==> src/rtl/i_img_pkg.sv <==
// Shared types and default widths for the image raster-scan blocks.
package i_img_pkg;

   localparam int DIM_W  = 13;
   localparam int ADDR_W = 24;

   typedef enum logic [1:0] {
      IDLE,
      LOAD,
      SCAN,
      DONE
   } scan_state_t;

endpackage

==> src/rtl/i_pixel_scanner_if.sv <==
// Pixel stream from the raster scanner to the fetch/filter stage (valid/ready).
interface i_pixel_scanner_if
   import i_img_pkg::*;
#(
   parameter int DIM_W  = i_img_pkg::DIM_W,
   parameter int ADDR_W = i_img_pkg::ADDR_W
);

   logic              out_valid;
   logic              out_ready;
   logic [DIM_W-1:0]  col;
   logic [DIM_W-1:0]  row;
   logic [ADDR_W-1:0] pixel_addr;
   logic              last_col;
   logic              last_pixel;

   modport master (
      output out_valid, col, row, pixel_addr, last_col, last_pixel,
      input  out_ready
   );

   modport slave (
      input  out_valid, col, row, pixel_addr, last_col, last_pixel,
      output out_ready
   );

endinterface

==> src/rtl/i_scan_counter.sv <==
// Wrapping index counter; at_terminal is registered so it lines up with value.
module i_scan_counter #(
   parameter int WIDTH = 13
) (
   input  logic             clk,
   input  logic             n_rst,
   input  logic             clear,
   input  logic             count_enable,
   input  logic [WIDTH-1:0] terminal,
   output logic [WIDTH-1:0] value,
   output logic             at_terminal
);

   logic [WIDTH-1:0] value_q, value_d;
   logic             at_terminal_q, at_terminal_d;

   always_comb begin
      value_d = value_q;
      if (clear) begin
         value_d = '0;
      end else if (count_enable) begin
         value_d = at_terminal_q ? '0 : value_q + WIDTH'(1);
      end
      at_terminal_d = (value_d == terminal);
   end

   always_ff @(posedge clk) begin
      if (!n_rst) begin
         value_q       <= '0;
         at_terminal_q <= 1'b0;
      end else begin
         value_q       <= value_d;
         at_terminal_q <= at_terminal_d;
      end
   end

   assign value       = value_q;
   assign at_terminal = at_terminal_q;

endmodule

==> src/rtl/i_pixel_scanner.sv <==
// Raster-scan sequencer: walks a width x height frame row-major, emitting
// (row, col) and a linear address per pixel over a valid/ready stream.
module i_pixel_scanner
   import i_img_pkg::*;
#(
   parameter int DIM_W  = i_img_pkg::DIM_W,
   parameter int ADDR_W = i_img_pkg::ADDR_W
) (
   input  logic                 clk,
   input  logic                 n_rst,
   input  logic                 start,
   input  logic                 abort,
   input  logic [DIM_W-1:0]     img_width,
   input  logic [DIM_W-1:0]     img_height,
   input  logic [ADDR_W-1:0]    base_addr,
   i_pixel_scanner_if.master    pix,
   output logic                 busy,
   output logic                 done,
   output logic                 err
);

   scan_state_t       state_q, state_d;
   logic [DIM_W-1:0]  col_term_q, col_term_d;
   logic [DIM_W-1:0]  row_term_q, row_term_d;
   logic [ADDR_W-1:0] addr_q, addr_d;
   logic              out_valid_q, out_valid_d;
   logic              busy_q, busy_d;
   logic              done_q, done_d;
   logic              err_q, err_d;

   logic              load;
   logic              accept;
   logic              col_en, row_en;
   logic              col_at, row_at;
   logic              last_col, last_pixel;
   logic [DIM_W-1:0]  col_val, row_val;

   assign accept     = out_valid_q && pix.out_ready;
   assign col_en     = accept && !abort;
   assign row_en     = col_en && col_at;
   assign last_col   = out_valid_q && col_at;
   assign last_pixel = last_col && row_at;

   // Terminals are muxed from the live inputs on the load edge so the
   // counters' registered at_terminal flags are correct from the first pixel.
   always_comb begin
      state_d     = state_q;
      col_term_d  = col_term_q;
      row_term_d  = row_term_q;
      addr_d      = addr_q;
      out_valid_d = out_valid_q;
      done_d      = 1'b0;
      err_d       = 1'b0;
      load        = 1'b0;
      case (state_q)
         IDLE: begin
            if (start && !abort) begin
               if ((img_width != '0) && (img_height != '0)) begin
                  state_d    = LOAD;
                  load       = 1'b1;
                  col_term_d = img_width - DIM_W'(1);
                  row_term_d = img_height - DIM_W'(1);
                  addr_d     = base_addr;
               end else begin
                  err_d = 1'b1;
               end
            end
         end
         LOAD: begin
            state_d     = abort ? IDLE : SCAN;
            out_valid_d = !abort;
         end
         SCAN: begin
            if (abort) begin
               state_d     = IDLE;
               out_valid_d = 1'b0;
            end else if (accept) begin
               addr_d = addr_q + ADDR_W'(1);
               if (last_pixel) begin
                  state_d     = DONE;
                  out_valid_d = 1'b0;
                  done_d      = 1'b1;
               end
            end
         end
         DONE: begin
            state_d = IDLE;
         end
         default: begin
            state_d     = IDLE;
            out_valid_d = 1'b0;
         end
      endcase
      busy_d = (state_d == LOAD) || (state_d == SCAN);
   end

   always_ff @(posedge clk) begin
      if (!n_rst) begin
         state_q     <= IDLE;
         col_term_q  <= '0;
         row_term_q  <= '0;
         addr_q      <= '0;
         out_valid_q <= 1'b0;
         busy_q      <= 1'b0;
         done_q      <= 1'b0;
         err_q       <= 1'b0;
      end else begin
         state_q     <= state_d;
         col_term_q  <= col_term_d;
         row_term_q  <= row_term_d;
         addr_q      <= addr_d;
         out_valid_q <= out_valid_d;
         busy_q      <= busy_d;
         done_q      <= done_d;
         err_q       <= err_d;
      end
   end

   i_scan_counter #(.WIDTH(DIM_W)) u_col_counter (
      .clk          (clk),
      .n_rst        (n_rst),
      .clear        (load),
      .count_enable (col_en),
      .terminal     (col_term_d),
      .value        (col_val),
      .at_terminal  (col_at)
   );

   i_scan_counter #(.WIDTH(DIM_W)) u_row_counter (
      .clk          (clk),
      .n_rst        (n_rst),
      .clear        (load),
      .count_enable (row_en),
      .terminal     (row_term_d),
      .value        (row_val),
      .at_terminal  (row_at)
   );

   assign pix.out_valid  = out_valid_q;
   assign pix.col        = col_val;
   assign pix.row        = row_val;
   assign pix.pixel_addr = addr_q;
   assign pix.last_col   = last_col;
   assign pix.last_pixel = last_pixel;
   assign busy           = busy_q;
   assign done           = done_q;
   assign err            = err_q;

endmodule

==> src/flat_wrapper.sv <==
// flat-port wrapper written by rule: the top's interface ports become plain ports
module i_pixel_scanner_flat import i_img_pkg::*;
#(
   parameter int DIM_W  = i_img_pkg::DIM_W,
   parameter int ADDR_W = i_img_pkg::ADDR_W
)
  (clk, n_rst, start, abort, img_width, img_height, base_addr, busy, done, err, pix_out_valid, pix_col, pix_row, pix_pixel_addr, pix_last_col, pix_last_pixel, pix_out_ready);
  i_pixel_scanner_if #(.DIM_W(DIM_W), .ADDR_W(ADDR_W)) pix_i ();
  input  logic clk;
  input  logic n_rst;
  input  logic start;
  input  logic abort;
  input  logic [DIM_W-1:0] img_width;
  input  logic [DIM_W-1:0] img_height;
  input  logic [ADDR_W-1:0] base_addr;
  output logic busy;
  output logic done;
  output logic err;
  output wire logic [$bits(pix_i.out_valid)-1:0] pix_out_valid;
  output wire logic [$bits(pix_i.col)-1:0] pix_col;
  output wire logic [$bits(pix_i.row)-1:0] pix_row;
  output wire logic [$bits(pix_i.pixel_addr)-1:0] pix_pixel_addr;
  output wire logic [$bits(pix_i.last_col)-1:0] pix_last_col;
  output wire logic [$bits(pix_i.last_pixel)-1:0] pix_last_pixel;
  input wire logic [$bits(pix_i.out_ready)-1:0] pix_out_ready;
  assign pix_out_valid = pix_i.out_valid;
  assign pix_col = pix_i.col;
  assign pix_row = pix_i.row;
  assign pix_pixel_addr = pix_i.pixel_addr;
  assign pix_last_col = pix_i.last_col;
  assign pix_last_pixel = pix_i.last_pixel;
  assign pix_i.out_ready = pix_out_ready;
  i_pixel_scanner #(.DIM_W(DIM_W), .ADDR_W(ADDR_W)) u_core (.clk(clk), .n_rst(n_rst), .start(start), .abort(abort), .img_width(img_width), .img_height(img_height), .base_addr(base_addr), .pix(pix_i), .busy(busy), .done(done), .err(err));
endmodule
==> config.mk <==
export PLATFORM = sky130hd
export DESIGN_NAME = i_pixel_scanner_flat
export DESIGN_NICKNAME = d
export VERILOG_FILES = /design/src/rtl/i_img_pkg.sv /design/src/rtl/i_pixel_scanner_if.sv /design/src/rtl/i_scan_counter.sv /design/src/rtl/i_pixel_scanner.sv /design/src/flat_wrapper.sv
export SDC_FILE = /design/constraint.sdc
export NUM_CORES = 1
export LEC_CHECK = 0
export ABC_CLOCK_PERIOD_IN_PS = 3730
export BUFFER_PORTS_ARGS = -buffer_cell sky130_fd_sc_hd__clkbuf_2
export CAP_MARGIN = 20
export CORE_MARGIN = 3
export CORE_UTILIZATION = 55
export DETAILED_ROUTE_END_ITERATION = 8
export GPL_TIMING_DRIVEN = 1
export PLACE_DENSITY = 0.79
export SYNTH_ARGS = -nofsm -noshare
export SYNTH_HDL_FRONTEND = slang
export SYNTH_SLANG_ARGS = --single-unit
==> constraint.sdc <==
create_clock -name clk -period 3.73 [get_ports clk]
set_clock_uncertainty 0.1 [all_clocks]
set_input_delay 0.1865 -clock clk [delete_from_list [all_inputs] [get_ports clk]]
set_output_delay 0.1865 -clock clk [all_outputs]
set_load 0.1 [all_outputs]
**Yosys cells after proc, flatten, opt, wreduce, memory -nomap -nowiden**

Index checks and enable logic that the tools add are counted.

- Muxes and demuxes: 33
- Add/sub/neg operators: 5
- Bitwise gates (word level): 3
- Equality and inequality tests: 13
- Reduce and logical (&&, ||, !) cells: 18

Operators by type and width:

| operator | number |
|---|---|
| $mux 13 | 12 |
| $mux 24 | 4 |
| $pmux 24 s2 | 1 |
| $add 13x1->13 const B | 2 |
| $eq 13x13->1 | 2 |
| $reduce_bool 13->1 | 2 |
| $sub 13x1->13 const B | 2 |
| $add 24x1->24 const B | 1 |
| $mux 2 | 6 |
| $mux 1 | 8 |
| $pmux 2 s4 | 1 |
| $logic_and 1x1->1 | 7 |
| $eq 2x2->1 const B | 3 |
| $ne 2x1->1 const B | 3 |
| $reduce_and 3->1 | 2 |
| $reduce_and 5->1 | 1 |
| $eq 2x1->1 const B | 2 |
| $reduce_bool 2->1 | 2 |
| $reduce_or 4->1 | 1 |
| $ne 3x2->1 const B | 1 |
| $ne 3x3->1 const B | 1 |
| $not 1->1 | 3 |
| $logic_not 2->1 | 1 |
| $ne 2x2->1 const B | 1 |
| 3 further kinds | 3 |

- Register bits: 84
- Logic and storage cells: 84

**Longest topological paths before layout**

Gate-level depths: netlist of run 1.

- Depth after elaboration: 8
- Gate-level depth with buffers: 12

**By module**

Synthesis of run 1 repeated with hierarchy kept, for this count alone.

- Cells, all modules: 679
- Area total of the unflattened synthesis: 5,403.9 sq um

By module, submodules not included:

| module | cells each | sequential area each (sq um) | instances | area an instance (sq um) |
|---|---|---|---|---|
| i_pixel_scanner | 427 | 1,121.1 | 1 | 3,329.4 |
| i_scan_counter | 126 | 280.3 | 2 | 1,037.2 |

**Worst setup path after synthesis of run 1**

OpenSTA, ideal clock, no wires.

- Path type: register to register
- Start point: register u_core.u_row_counter.value_q[2] (netlist: u_core.u_row_counter.value[2])
- End point: register u_core.u_row_counter.at_terminal_q (netlist: u_core.u_row_counter.at_terminal)
- Arrival time: 2,982 ps
- Library setup time: 88 ps
- Data required time: 3,542 ps
- Clock period less this slack: 3,170 ps
- Path buffers: 1
- Setup slack: 560 ps
- Stages on the path, launching flop included: 9
- Path through: dfxtp_1 > clkbuf_1 > inv_1 > or4_4 > xor2_1 > or4b_1 > mux2i_1 > a22oi_1 > nor4_2

- Word-level cells in the longest chain between the ends: 5

RTL lines:

| what | RTL line | text |
|---|---|---|
| from (decl) | i_scan_counter.sv:14 | `logic [WIDTH-1:0] value_q, value_d;` |
| from (signal assigned) | i_scan_counter.sv:32 | `value_q <= value_d;` |
| $add 13x1->13 | i_scan_counter.sv:22 | `value_d = at_terminal_q ? '0 : value_q + WIDTH'(1);` |
| $mux 13 | i_scan_counter.sv:22 |  |
| $mux 13 (*) | i_scan_counter.sv:21 | `end else if (count_enable) begin` |
| $mux 13 (*) | i_scan_counter.sv:19 | `if (clear) begin` |
| $eq 13x13->1 (*) | i_scan_counter.sv:24 | `at_terminal_d = (value_d == terminal);` |
| to (signal assigned) | i_scan_counter.sv:33 | `at_terminal_q <= at_terminal_d;` |
| to (decl) | i_scan_counter.sv:15 | `logic at_terminal_q, at_terminal_d;` |

Mark *: on every way between the ends. The rest lies on a longest branch, timed or not.
A chain may end at the register's enable or synchronous reset.

**Final worst setup path of run 1**

- Start point: input port img_width[0]
- End point: register u_core.u_col_counter.at_terminal_q (netlist: u_core.u_col_counter.at_terminal)

- Word-level cells in the longest chain between the ends: 7

RTL lines:

| what | RTL line | text |
|---|---|---|
| from (decl) | flat_wrapper.sv:13 | `input logic [DIM_W-1:0] img_width;` |
| branches (longest 6 deep; another with $sub 13x1->13) | n/a |  |
| $eq 13x13->1 (*) | i_scan_counter.sv:24 |  |
| to (signal assigned) | i_scan_counter.sv:33 |  |
| to (decl) | i_scan_counter.sv:15 |  |

Mark *: on every way between the ends.

==> flow_summary.yaml, run 1 <==
grt:
  grt.overflow.total: 0
  grt_max_degree: 38
  antenna_found_initial: 0
  grt_pass1_wl_um: 25200
  grt_pass1_vias: 5234
  grtUsageTotal_pct: 26.5
cts:
  cts_resized: 0
  clk_latency_ps: 360
  htreeDepth: 3
  cts_tree: "yes"
  postCtsSetupBuffers: 0
  cts_buffer_depth: 2
  cts_made_buffers: 9
  clk_pin_slew_ps: 90
  holdBufCountCts: 1
  root_buffer: "clkbuf_8"
  cts_sinks: 84
sta:
  post-route-period-util_pct: 78.9
  worst_pin_slew_ps: 799
  finalSetupViolCount: 0
  setup_tns_ps: 0
  rsz0062_at_grt: "no"
  max_freq_ghz: 0.340
  period_needed_ps: 2940
  finalHoldViolations: 0
  maxSlewHeadroom_pct: 46.0
  drv_slew: 0
floorplanning:
  die_area_um2: 11300
  fp.dieW_um: 106
  fp-row-count: 35
  io_pins: 111
  die_height_um: 106
  start_util_pct: 58.1
  core_region_area_um2: 9500
place:
  gp_congestion: 0.849
  dp_hpwl_um: 11500
  io_buffers: 110
worst_setup_path:
  worstPathRequired_ps: 3890
  reg2reg_from: "u_core.u_col_counter.value[0]"
  path_class: "in -> reg"
  start_kind: "input port"
  path_max_fanout: 17
  cp.arrival_ps: 3100
  ff2ff_setup_slack_ps: 800
  cp-end-kind: "register"
  cp-startpoint: "img_width[0]"
power:
  power.density_cell_area_nw_per_um2: 325
  power_mw: 2.06
  vdd_drop_max_v: 0.000181
  cellLeakagePower_nw: 2.48
yosys:
  seq_area_frac_synth_pct: 30.4
  yosys_warnings: 0
  ys_seq_elements: 84
  synthCells: 712
  avgSynthCellArea_um2: 7.76
  async_flop_share_pct: 0
  synth_area_um2: 5520
  synth-edff-count: 0
  yosysUniqueCellTypes: 74
  syn_nets: 778
  synth-main-ff-cell: "dfxtp_1"
outcome:
  status: "completed"
detailed_routing:
  route.vias.total: 5735
  top_layer: "met4"
  wl_met2_um: 7410
  drt_iter0_markers: 367
  via_per_inst: 6.12
  wl_met1_um: 6820
  drt-pass1-iter-count: 5
  route.detailed.drc: 0
  dr_wl_met3_um: 924
  routedWlPerCell_um: 16.4
  drt-total-wl_um: 15400
  ant_nets: 0
finish:
  fillers: 840
  drive_above_1_share_pct: 19.6
  antenna_cells: 0
  fin_nets: 870
  area_delta_synth_final_pct: 14.7
  regArea_um2: 1680
  multiInputGateArea_um2: 3570
min_path:
  hp-start: "base_addr[14]"
  hold_class: "in -> reg"
job:
  cap_violations: 0
[where the power goes]
part | internal [mW] | switching [mW] | leakage, nW
Clock | 0.324 | 0.340 | 0.0914
Sequential | 0.933 | 0.0403 | 0.684
Combinational | 0.129 | 0.294 | 1.71
Total | 1.39 | 0.675 | 2.48
[Yosys cell counts (9+ instances only)]
cell type / count / area, um2
nor3_1: 33 / 165
ha_1: 11 / 138
o21ai_0: 34 / 170
mux2i_1: 11 / 110
xnor2_1: 19 / 166
a21oi_1: 43 / 215
nand4_1: 16 / 100
nand3_1: 29 / 145
dfxtp_1: 84 / 1680
nor4_1: 15 / 93.8
and3_1: 13 / 81.3
nor2_1: 82 / 308
nand2_1: 53 / 199
clkbuf_1: 24 / 90.1
nor2b_1: 12 / 75.1
a31oi_1: 9 / 56.3
and2_1: 18 / 113
a211oi_1: 19 / 143
buf_2: 11 / 55.1
inv_1: 24 / 90.1
xor2_1: 21 / 184
[worst paths after layout]
| path | end | depth (start not counted) |
|---|---|---|
| worst max-delay path | u_core.u_col_counter.at_terminal | 11 |
| worst min-delay path | u_core.pix.pixel_addr[14] | 3 |
| worst max register to register | u_core.u_col_counter.at_terminal | 8 |
| worst min register to register | u_core.row_term_q[4] | 2 |
[flip-flops by register name (all words and copies together), names as in the netlist]
register / count
u_core.busy: 1
u_core.pix.out_valid: 1
u_core.state_q: 2
u_core.u_col_counter.at_terminal: 1
u_core.err: 1
u_core.u_row_counter.at_terminal: 1
u_core.col_term_q: 13
u_core.u_col_counter.value: 13
u_core.row_term_q: 13
u_core.u_row_counter.value: 13
u_core.pix.pixel_addr: 24
u_core.done: 1
[critical path: stages]
cell and delay [ps]:
clkbuf_2 130, inv_1 90, ha_1 140, nor4b_1 650, nand3_1 290, nand3_1 510
buf_4 330, nand3_1 120, nor4bb_1 330, o32ai_1 140, nor4_1 180
[layout by cell type, fill, tap and decap left out, types with 21 or more instances in the layout]
| master | Yosys | layout |
|---|---|---|
| clkbuf_2 | 0 | 110 |
| dfxtp_1 | 84 | 84 |
| nor2_1 | 82 | 82 |
| nand2_1 | 53 | 53 |
| a21oi_1 | 43 | 43 |
| o21ai_0 | 34 | 34 |
| nor3_1 | 33 | 33 |
| nand3_1 | 29 | 29 |
| inv_1 | 24 | 24 |
| xor2_1 | 21 | 21 |
[routing by layer]
metal,vias to the layer above,global-route usage (%)
li1,2793,-
met1,2711,35.8
met2,202,43.7
met3,29,4.61
met4,0,7.22
met5,-,0
[logic make-up after synthesis]
kind of cell,after synthesis,share of synthesized area [%]
buf+inv,65,4.94
fa+ha+maj,11,2.49
compound gates,167,19.8
flops,84,30.4
xor+xnor,40,6.34
simple gates,328,32.7
mux,17,3.22
[layout make-up]
type                       count  area share [%]
clock buffer                  11            2.23
timing repair buffer         121            10.0
sequential                    84            26.6
multi-input combinational    563            56.4
clock inverter                 4           0.790
inverter                      25            1.48
tap                          129            2.55
[through the flow]
| stage | util [%] | hold WS (ps) | area, um2 | instances | worst slack, ps |
|---|---|---|---|---|---|
| 2_1_floorplan | - | 239 | 5520 | 712 | 560 |
| 3_3_place_gp | 64.5 | 366 | 6130 | 921 | 807 |
| 3_5_place_dp | 64.5 | 354 | 6130 | 921 | 571 |
| 4_1_cts | 66.6 | 39.4 | 6330 | 937 | 847 |
| 5_1_grt | 66.6 | 62.0 | 6330 | 937 | 471 |
| 6_report | 66.6 | 40.8 | 6330 | 937 | 785 |
(Power assumes the default switching activity.)
==> run 2, diff against run 1 <==
--- a/config.mk
+++ b/config.mk
@@ -5,14 +5,14 @@
 export SDC_FILE = /design/constraint.sdc
 export NUM_CORES = 1
 export LEC_CHECK = 0
-export ABC_CLOCK_PERIOD_IN_PS = 3730
+export ABC_CLOCK_PERIOD_IN_PS = 2390
 export BUFFER_PORTS_ARGS = -buffer_cell sky130_fd_sc_hd__clkbuf_2
 export CAP_MARGIN = 20
 export CORE_MARGIN = 3
-export CORE_UTILIZATION = 55
+export CORE_UTILIZATION = 51
 export DETAILED_ROUTE_END_ITERATION = 8
 export GPL_TIMING_DRIVEN = 1
-export PLACE_DENSITY = 0.79
+export PLACE_DENSITY = 0.77
 export SYNTH_ARGS = -nofsm -noshare
 export SYNTH_HDL_FRONTEND = slang
 export SYNTH_SLANG_ARGS = --single-unit
==> constraint.sdc (replaced) <==
create_clock -name clk -period 2.39 [get_ports clk]
set_clock_uncertainty 0.1 [all_clocks]
set_input_delay 0.1195 -clock clk [delete_from_list [all_inputs] [get_ports clk]]
set_output_delay 0.1195 -clock clk [all_outputs]
set_load 0.1 [all_outputs]
==> run 2 against run 1 <==
- final area increased by 19%
- clock power increased by 61%
- largest power group unchanged
- critical path depth decreased by 4
- sequential share of layout area decreased by 2.5 points
==> flow_summary.yaml, run 2 (synthesized netlist as in run 1, its figures left out) <==
sta:
  finalSetupViolCount: 0
  worst_slack_ps: 56.4
  finalHoldViolations: 0
  period_needed_ps: 2330
  max_freq_ghz: 0.429
  post-route-period-util_pct: 97.6
  rsz0062_at_grt: "yes"
  whs_ps: 16.6
  worst_pin_slew_ps: 561
  drv_slew: 0
  maxSlewHeadroom_pct: 62.7
cts:
  cts_made_buffers: 9
  clk_latency_ps: 370
  cts_tree: "yes"
  clk_pin_slew_ps: 90
  htreeDepth: 3
  root_buffer: "clkbuf_8"
  cts_sinks: 84
  cts_buffer_depth: 2
detailed_routing:
  route.detailed.drc: 0
  route.vias.total: 6181
  drt_iter0_markers: 435
  via_per_inst: 5.95
  drt-total-wl_um: 17400
  drt-pass1-iter-count: 5
  ant_nets: 0
  routedWlPerCell_um: 16.7
grt:
  grtUsageTotal_pct: 27.6
  grt_pass1_vias: 5703
  grt_max_degree: 37
  antenna_found_initial: 0
  grt_pass1_wl_um: 26900
  grt.overflow.total: 0
power:
  power.density_cell_area_nw_per_um2: 444
  vdd_drop_max_v: 0.000326
  cellLeakagePower_nw: 3.08
place:
  gp_congestion: 0.921
  postPlaceCellArea_um2: 6800
  dp_worst_setup_slack_ps: -76.5
  dp_hpwl_um: 12600
  io_buffers: 110
min_path:
  hold_class: "in -> reg"
  hold_end: "u_core.pix.pixel_addr[11]"
  min_delay_path_depth: 5
  hp-start: "base_addr[11]"
finish:
  area_delta_synth_final_pct: 36.8
  design_area_um2: 7550
  layout_commonest_cell: "clkbuf_2"
  final_util_pct: 72.5
  fin_nets: 963
  antenna_cells: 0
  mostFrequentLayoutCells: "110 x clkbuf_2, 88 x buf_4, 82 x nor2_1, 50 x nand2_1, 42 x a21oi_1"
  drive_above_1_share_pct: 37.0
  largest_reg_flops: 24
worst_setup_path:
  path_class: "reg -> reg"
  start_kind: "register"
  worstPathRequired_ps: 2610
  rr_endpoint: "u_core.pix.pixel_addr[23]"
  r2r_cells: 7
  reg2reg_from: "u_core.pix.pixel_addr[12]"
  path_max_fanout: 7
  ff2ff_setup_slack_ps: 60
  cp-end-kind: "register"
  cp.arrival_ps: 2550
floorplanning:
  io_pins: 111
  die_height_um: 110
  fp.dieW_um: 110
  core_region_area_um2: 10400
  die_area_um2: 12100
  start_util_pct: 53.0
  fp-row-count: 37
outcome:
  status: "completed"
job:
  cap_violations: 0
-- run 2: changes by cell type in the layout (fill, tap and decap cells not counted), sizes merged --
cell         change
buf             +84
clkinvlp         -1
dlygate4sd3      +9
inv              +2
-- run 2: critical path: stages (launching register included) --
cell and delay, ps:
dfxtp_4 390, and4_4 240, nand2_4 70, or4_4 550, or2_4 250, or4_4 410
a21oi_2 150, o21a_1 110
-- run 2: power breakdown --
group          switching [mW]  internal (mW)
sequential             0.0636           1.43
combinational           0.497          0.288
clock                   0.557          0.517
-- run 2: worst max path at each step --
stage,start,to,slack [ps],depth (start not counted)
after CTS,u_core.state_q[0],u_core.u_row_counter.at_terminal,1,9
after floorplan,u_core.u_row_counter.value[3],u_core.u_row_counter.at_terminal,-150,8
final,u_core.pix.pixel_addr[12],u_core.pix.pixel_addr[23],60,7
after global routing,u_core.u_row_counter.value[7],u_core.u_row_counter.at_terminal,-80,7
after global placement,img_width[0],u_core.u_row_counter.at_terminal,-80,11
after detailed placement,img_width[1],u_core.u_row_counter.at_terminal,-80,11
-- run 2: layout make-up --
cell class / instances / area [um2]
clock inverters: 5 / 58.8
repair buffers: 214 / 1390
flip-flops and latches: 84 / 1820
clock buffers: 11 / 141
multi-input cells: 563 / 3870
fillers: 800 / 2860
well taps: 136 / 170
inverters: 25 / 103
-- run 2: per-layer routing --
metal	vias up	part of all wire [%]	GRT usage, %
li1	2970	-	-
met1	2949	42	35.9
met2	221	49	45.8
met3	41	5.7	5.13
met4	0	2.4	9.71
met5	-	0	0
-- run 2: what timing repair did --
action | CTS | global route
setup buffers | 0 | 23
pin swaps | 2 | 19
hold buffers | 10 | 0
gates resized for setup | 10 | 50
setup endpoints to repair | 2 | 11
hold endpoints to repair | 12 | 0
-- run 2: metrics by stage --
step	power, mW	instances	TNS, ps
after floorplan	2.00	712	-369
after global routing	3.49	1038	-148
after CTS	3.32	1015	0
after detailed placement	2.24	989	-119
final	3.36	1038	0
after global placement	2.22	989	-92.1
